## src/rtl/mem_port_arbiter_pkg.sv

```systemverilog
// Shared types and default widths for the I/D cache memory-port arbiter.
package mem_arb_pkg;
    localparam int ADDR_WIDTH_DEF     = 30;
    localparam int DATA_WIDTH_DEF     = 128;
    localparam int TIMEOUT_CYCLES_DEF = 64;

    typedef enum logic [1:0] {IDLE, ISSUE, WAIT, DONE} state_t;
    typedef enum logic [1:0] {GNT_NONE, GNT_I, GNT_D} grant_t;
endpackage

```

## src/rtl/mem_port_arbiter_pick.sv

```systemverilog
// Two-way grant select for the memory-port arbiter.
// ROUND_ROBIN_EN adds a last-grant input; otherwise the D-port has fixed priority.
module arb_pick
    import mem_arb_pkg::*;
(
    input  logic   i_req,
    input  logic   d_req,
`ifdef ROUND_ROBIN_EN
    input  logic   last_d,
`endif
    output grant_t pick
);
    always_comb begin
        pick = GNT_NONE;
        if (i_req && d_req) begin
`ifdef ROUND_ROBIN_EN
            pick = last_d ? GNT_I : GNT_D;
`else
            pick = GNT_D;
`endif
        end else if (d_req) begin
            pick = GNT_D;
        end else if (i_req) begin
            pick = GNT_I;
        end
    end
endmodule

```

## src/rtl/mem_port_arbiter.sv

```systemverilog
// Serialises I-cache and D-cache block accesses onto one block memory, with a
// sticky watchdog on stuck accesses. Define ROUND_ROBIN_EN for fair arbitration.
module mem_port_arbiter
    import mem_arb_pkg::*;
#(
    parameter int ADDR_WIDTH     = ADDR_WIDTH_DEF,
    parameter int DATA_WIDTH     = DATA_WIDTH_DEF,
    parameter int TIMEOUT_CYCLES = TIMEOUT_CYCLES_DEF
) (
    input  logic                  clock,
    input  logic                  reset,
    input  logic                  i_read,
    input  logic [ADDR_WIDTH-1:0] i_address,
    output logic [DATA_WIDTH-1:0] i_readdata,
    output logic                  i_busywait,
    input  logic                  d_read,
    input  logic                  d_write,
    input  logic [ADDR_WIDTH-1:0] d_address,
    input  logic [DATA_WIDTH-1:0] d_writedata,
    output logic [DATA_WIDTH-1:0] d_readdata,
    output logic                  d_busywait,
    output logic                  mem_read,
    output logic                  mem_write,
    output logic [ADDR_WIDTH-1:0] mem_address,
    output logic [DATA_WIDTH-1:0] mem_writedata,
    input  logic [DATA_WIDTH-1:0] mem_readdata,
    input  logic                  mem_busywait,
    output logic                  timeout_err
);
    localparam int CNT_W = (TIMEOUT_CYCLES > 2) ? $clog2(TIMEOUT_CYCLES) : 1;
    localparam logic [CNT_W-1:0] CNT_LAST = CNT_W'(TIMEOUT_CYCLES - 1);

    state_t           state;
    grant_t           grant;
    grant_t           pick;
    logic [CNT_W-1:0] wait_cnt;
    logic             i_req;
    logic             d_req;

    // Simultaneous read and write from the D-cache is illegal and is treated as no request.
    assign i_req = i_read;
    assign d_req = d_read ^ d_write;

    assign i_busywait = i_req && !(state == DONE && grant == GNT_I);
    assign d_busywait = d_req && !(state == DONE && grant == GNT_D);

`ifdef ROUND_ROBIN_EN
    logic last_d;

    always_ff @(posedge clock) begin
        if (reset) begin
            last_d <= 1'b0;
        end else if (state == IDLE && pick != GNT_NONE) begin
            last_d <= (pick == GNT_D);
        end
    end

    arb_pick u_pick (
        .i_req  (i_req),
        .d_req  (d_req),
        .last_d (last_d),
        .pick   (pick)
    );
`else
    arb_pick u_pick (
        .i_req (i_req),
        .d_req (d_req),
        .pick  (pick)
    );
`endif

    always_ff @(posedge clock) begin
        if (reset) begin
            state         <= IDLE;
            grant         <= GNT_NONE;
            wait_cnt      <= '0;
            mem_read      <= 1'b0;
            mem_write     <= 1'b0;
            mem_address   <= '0;
            mem_writedata <= '0;
            i_readdata    <= '0;
            d_readdata    <= '0;
            timeout_err   <= 1'b0;
        end else begin
            case (state)
                IDLE: begin
                    if (pick == GNT_D) begin
                        grant         <= GNT_D;
                        mem_address   <= d_address;
                        mem_writedata <= d_writedata;
                        mem_read      <= d_read;
                        mem_write     <= d_write;
                        state         <= ISSUE;
                    end else if (pick == GNT_I) begin
                        grant         <= GNT_I;
                        mem_address   <= i_address;
                        mem_read      <= 1'b1;
                        mem_write     <= 1'b0;
                        state         <= ISSUE;
                    end
                end
                // Memory accepts the access on this edge; its busywait is not yet meaningful.
                ISSUE: begin
                    wait_cnt <= '0;
                    state    <= WAIT;
                end
                WAIT: begin
                    if (!mem_busywait) begin
                        if (mem_read && grant == GNT_I) begin
                            i_readdata <= mem_readdata;
                        end
                        if (mem_read && grant == GNT_D) begin
                            d_readdata <= mem_readdata;
                        end
                        mem_read  <= 1'b0;
                        mem_write <= 1'b0;
                        state     <= DONE;
                    end else if (wait_cnt == CNT_LAST) begin
                        timeout_err <= 1'b1;
                        mem_read    <= 1'b0;
                        mem_write   <= 1'b0;
                        state       <= DONE;
                    end else begin
                        wait_cnt <= wait_cnt + 1'b1;
                    end
                end
                DONE: begin
                    grant <= GNT_NONE;
                    state <= IDLE;
                end
                default: begin
                    grant <= GNT_NONE;
                    state <= IDLE;
                end
            endcase
        end
    end
endmodule

```

## config.mk

```make
export PLATFORM = sky130hd
export DESIGN_NAME = mem_port_arbiter
export DESIGN_NICKNAME = d
export VERILOG_FILES = /design/src/rtl/mem_port_arbiter_pkg.sv /design/src/rtl/mem_port_arbiter_pick.sv /design/src/rtl/mem_port_arbiter.sv
export SDC_FILE = /design/constraint.sdc
export NUM_CORES = 1
export LEC_CHECK = 0
export CORE_AREA = 2 2 288 290
export DETAILED_ROUTE_END_ITERATION = 7
export DIE_AREA = 0 0 290 292
export GPL_ROUTABILITY_DRIVEN = 0
export PLACE_DENSITY_LB_ADDON = 0.05
export REMOVE_ABC_BUFFERS = 1
export SLEW_MARGIN = 20
export SYNTH_ARGS = -nofsm -noshare
export SYNTH_HDL_FRONTEND = slang
export SYNTH_SLANG_ARGS = --single-unit
```

## constraint.sdc

```tcl
create_clock -name clock -period 2.1 [get_ports clock]
set_input_delay 0.315 -clock clock [delete_from_list [all_inputs] [get_ports clock]]
set_output_delay 0.315 -clock clock [all_outputs]
set_load 0.005 [all_outputs]
```

* Word-level counts from Yosys, hierarchy flattened
Index checks and enable logic that the tools add are counted.
** Operators by class
- Equality and inequality tests :: 12
- Reduce and logical (&&, ||, !) cells :: 23
- Mux-type cells :: 23
- Add/sub/neg operators :: 1
- Bitwise gates (word level) :: 2
** Operator list (count)
- 2-to-1 mux 30 bit :: 2
- AND reduction 3 bit :: 5
- 2-to-1 mux 2 bit :: 7
- 2-to-1 mux 6 bit :: 2
- one-hot mux 6 bit (2 select lines) :: 1
- equality test 2 bit (second input constant) :: 4
- one-hot mux 2 bit (4 select lines) :: 1
- AND reduction 2 bit :: 4
- nonzero test 2 bit :: 4
- logical AND 1 bit :: 7
- 2-to-1 mux 1 bit :: 7
- adder 6 x 1 -> 6 bit (second input constant) :: 1
- equality test 2 x 1 -> 1 bit (second input constant) :: 3
- equality test 6 bit (second input constant) :: 1
- != test 3 bit (second input constant) :: 2
- != test 2 bit (second input constant) :: 2
- one-hot mux 1 bit (2 select lines) :: 2
- one-hot mux 2 bit (2 select lines) :: 1
- zero test 1 bit :: 2
- zero test 2 bit :: 1
- inverter 1 bit :: 1
- XOR 1 bit :: 1
** Word-level totals
- Logic and storage cells :: 71
- Flip-flop bits (word level) :: 427
- Bits of input ports :: 322

* Depth between registers and ports, before layout
- Depth in word-level cells :: 7
- Mapped depth :: 8

* Cells and area by module
From an unflattened synthesis, not the netlist that was laid out.
** Unflattened totals
- Cells, all modules :: 1892
- Area total of the unflattened synthesis :: 15346.0 µm²
** By module, submodules not included
- mem_port_arbiter :: times used 1, area an instance 15336.0 µm², cells an instance 1890
- arb_pick :: times used 1, area an instance 10.0 µm², cells an instance 2

* Worst setup path before layout
OpenSTA, ideal clock, no wires.
- Kind :: register -> register
- From :: reg state[0]
- To :: reg i_readdata[10]
- Clock period less this slack :: 1.742 ns
- Setup slack :: 0.358 ns
- Data arrival time :: 1.610 ns
- Required time :: 1.968 ns
- Cell stages (with the launch flop) :: 9
- Path through :: dfxtp_1 -> inv_1 -> ha_1 -> nand3b_1 -> or3_1 -> clkbuf_1 -> clkbuf_1 -> nand2_1 -> a21oi_1
** Between the ends
- Cells in the longest elaborated chain, start to end :: 2
** RTL lines
- start: declaration :: RTL line mem_port_arbiter.sv:33 : state_t state;
- start signal: assignment :: RTL line mem_port_arbiter.sv:74 : state <= IDLE;
- start signal: assignment :: RTL line mem_port_arbiter.sv:93 : state <= ISSUE;
- start signal: assignment :: RTL line mem_port_arbiter.sv:99 : state <= ISSUE;
- equality test 2 bit :: RTL line mem_port_arbiter.sv:85 : case (state)
- AND reduction 3 bit (no source line)
- end signal: assignment :: RTL line mem_port_arbiter.sv:110 : i_readdata <= mem_readdata;
- end: declaration :: RTL line mem_port_arbiter.sv:14 : output logic [DATA_WIDTH-1:0] i_readdata,
No other way between the ends.
A chain may end at the register's enable or synchronous reset.

* Worst setup path in the final report
- From :: reg state[0]
- To :: out i_busywait
** Between the ends
- Cells in the longest elaborated chain, start to end :: 4
** RTL lines
- equality test 2 bit :: RTL line mem_port_arbiter.sv:44 : assign i_busywait = i_req && !(state == DONE && grant == GNT_I);
- logical AND 1 bit :: RTL line mem_port_arbiter.sv:44
- zero test 1 bit :: RTL line mem_port_arbiter.sv:44
- logical AND 1 bit :: RTL line mem_port_arbiter.sv:44
- end: declaration :: RTL line mem_port_arbiter.sv:15 : output logic i_busywait,
No other way between the ends.

==> summary.md <==
| Metric | Value |
|---|---|
| Initial antenna violation count | 9 |
| PD cells | 946.9 nW/um^2 |
| GRT Total Usage | 0.1628 |
| Hold Crit Class | input pin to flip-flop |
| WHS Path Cells | 2 |
| Most frequent cell after synthesis | nand2_1 |
| Vias in the first global route | 15530 |
| CTS Hold Bufs | 0 |
| Total power | 0.02447 W |
| Reg2reg path depth | 7 |
| Ports | 741 |
| Post-CTS setup repair buffer count | 0 |
| Die X | 290 um |
| Largest cells by area after synthesis | dfxtp_1 56%, nand2_1 21%, a21oi_1 13% |
| DRT iter0 DRCs | 714 |
| Slew @ Worst Pin | 0.5697 ns |
| Root Buffer | clkbuf_16 |
| Nets | 2966 |
| CP Launch Type | flip-flop |
| Mapped Area | 15130 sq um |
| Area leader, netlist | dfxtp_1 |
| DIE AREA | 84680 sq um |
| Worst-Skew Late Latency | 0.60 ns |
| Internal power component | 0.01753 W |
| Number of synthesized flops with an enable pin | 0 |
| Reg2reg start | state[0]$_SDFFE_PP0P_ |
| MaxCap Viol Count | 0 |
| Layout Cells excl Fill | 3750 |
| Peak Freq | 0.4981 GHz |
| DR WL/cell | 19.12 um |
| Buffers on Ports | 740 |
| Final Critical Period | 2.008 ns |
| CTS buffer count | 54 |
| Fill count | 8559 |
| Status | completed |
| RSZ-0062 raised after global routing | false |
| Placed Cells | 3652 |
| Top-area cell type share of the netlist area | 0.5649 |
| Flops & latches, synth | 427 |
| Clock Skew | 0.01707 ns |
| Clock share of power | 0.385 |
| Core box area | 81580 sq um |
| Combinational share of power | 0.233 |
| Count of cell types in the netlist | 39 |
| Crit path DAT | 1.69 ns |
| DP HPWL | 52.11 mm |
| Synth-to-Final Area Change | 70.75% |
| Top FF cell, synth | dfxtp_1 |
| Remaining global-route overflow | 0 |
| First-pass GRT wire length | 104.6 mm |
| Crit. End Element | output pin |
| Slew headroom | 0.6202 |
| Max-slew violation total from the final report | 0 |
| Initial Util | 0.1855 |
| Max Root-Sink Buffers | 3 |
| Hold_sp | reset |
| Drt pass-1 iters | 7 |
| Multi-input logic area | 5938 sq um |
| Die Ht | 292 um |
| Layout cells sized above 1 | 0.06014 |
| Residual DRC count | 0 |
| DRT Wirelength | 71.70 mm |
| Critical Path Fanout Max | 4 |
| Worst EP required | 1.78 ns |
| Top cells by count, synth | 837 x nand2_1, 427 x dfxtp_1, 391 x a21oi_1 |
| H-tree Lvls | 2 |
| Hold Fails Final Rpt | 0 |
| Row count | 105 |
| Yosys warnings | 0 |
| Crit share post-route | 0.9561 |
| Detail-routed via count per cell | 4.154 |
| Final setup viols | 0 |
| Clk slew on worst S/H paths | 0.06 ns |
| Clock sinks | 427 |
| FFs w/ async S/R, synth | 0 |
| Switch Pwr | 0.006936 W |
| Pin count of the biggest net entering global routing | 109 |
| Worst ir drop on vdd | 0.0005028 V |
| Reg area | 8554 sq um |
| Crit Path Class | flip-flop to output pin |
| Sequential area share after synthesis | 0.5649 |
| Cts repair resizes | 10 |
| CTS tree | built |
| Sequential Power Share | 0.382 |
| LEAKAGE | 8.817 nW |
| Sw frac | 0.2835 |
| Avg Synthesized Cell Area | 7.873 sq um |
| ANT nets after route | 0 |
| CP startpoint | state[0]$_SDFFE_PP0P_ |
| Routed vias | 15580 |
| Mapped Cells | 1922 |
| Worst Hold Slack | 0.05297 ns |
-- registers in the layout, summed over array words and instances (netlist names) --
name	cells
mem_address	30
d_readdata	128
timeout_err	1
mem_writedata	128
wait_cnt	6
grant	2
mem_write	1
state	2
i_readdata	128
mem_read	1
-- final timing paths --
path                                                       end  slack [ns]
worst max-delay path                                i_busywait        0.09
worst min-delay path            mem_writedata[13]$_SDFFE_PP0P_        0.05
worst max register to register           mem_read$_SDFFE_PP0P_        0.20
worst min register to register     d_readdata[60]$_SDFFE_PP0P_        0.45
-- layout make-up --
class / count / share of cell area
flip-flops and latches: 427 / 0.3311
well taps: 1070 / 0.05181
repair buffers: 805 / 0.3173
clock inverters: 11 / 0.006150
multi-input cells: 1343 / 0.2298
clock buffers: 84 / 0.06252
inverters: 7 / 0.001017
diodes: 3 / 0.0002905
-- through the flow --
| step | setup TNS (ns) | worst slack, ns | util | area [sq um] |
|---|---|---|---|---|
| floorplan | -1663.83 | -5.875 | - | 14460 |
| global placement | -0.6125 | -0.03327 | 0.2947 | 24040 |
| detailed placement | -0.4100 | -0.04507 | 0.2947 | 24040 |
| CTS | 0 | 0.02705 | 0.3166 | 25830 |
| global route | 0 | 0.02334 | 0.3166 | 25830 |
| finish | 0 | 0.09225 | 0.3167 | 25840 |
-- routing by layer --
layer  GRT usage  wire, um  part of all wire
met3     0.06637      6563             0.092
met4     0.04306      1572             0.022
met2      0.2865     35290              0.49
met5           0        91            0.0013
met1      0.1810     28180              0.39
-- cell families (layout without fill, tap and decap cells) --
kind of cell	Yosys count	in the layout	synth area share
compound gates	441	441	0.1570
xor+xnor	2	2	0.001654
fa+ha+maj	7	7	0.005623
buf+inv	152	907	0.04589
flops	427	427	0.5649
other cells	0	3	0
simple gates	893	893	0.2249
-- critical path, cell delays in order, from the launching register on --
cell,delay (ns)
dfxtp_4,0.38
ha_4,0.18
inv_1,0.06
o31a_1,0.23
clkdlybuf4s15_1,0.25
-- layout by cell type, fill, tap and decap left out, drive strengths merged, types with 2 or more instances in the layout --
cell type,n
clkdlybuf4s50,737
nand2,837
o21ai,2
a311oi,30
o41ai,2
diode,3
a21oi,391
buf,66
nand3,6
inv,8
nor2,33
nand2b,4
o2111ai,2
o21a,2
a31oi,2
and2,2
clkinv,6
clkbuf,84
ha,6
nor3b,2
nor3,4
bufinv,4
dfxtp,427
-- power by group through the flow --
stage,logic (W),clock network (W),registers (W)
detailed placement,0.00583,0,0.00949
global route,0.00629,0.0101,0.00945
floorplan,0.00201,0,0.00951
finish,0.00570,0.00941,0.00935
CTS,0.00586,0.00984,0.00936
global placement,0.00582,0,0.00946
(Power assumes the default switching activity.)
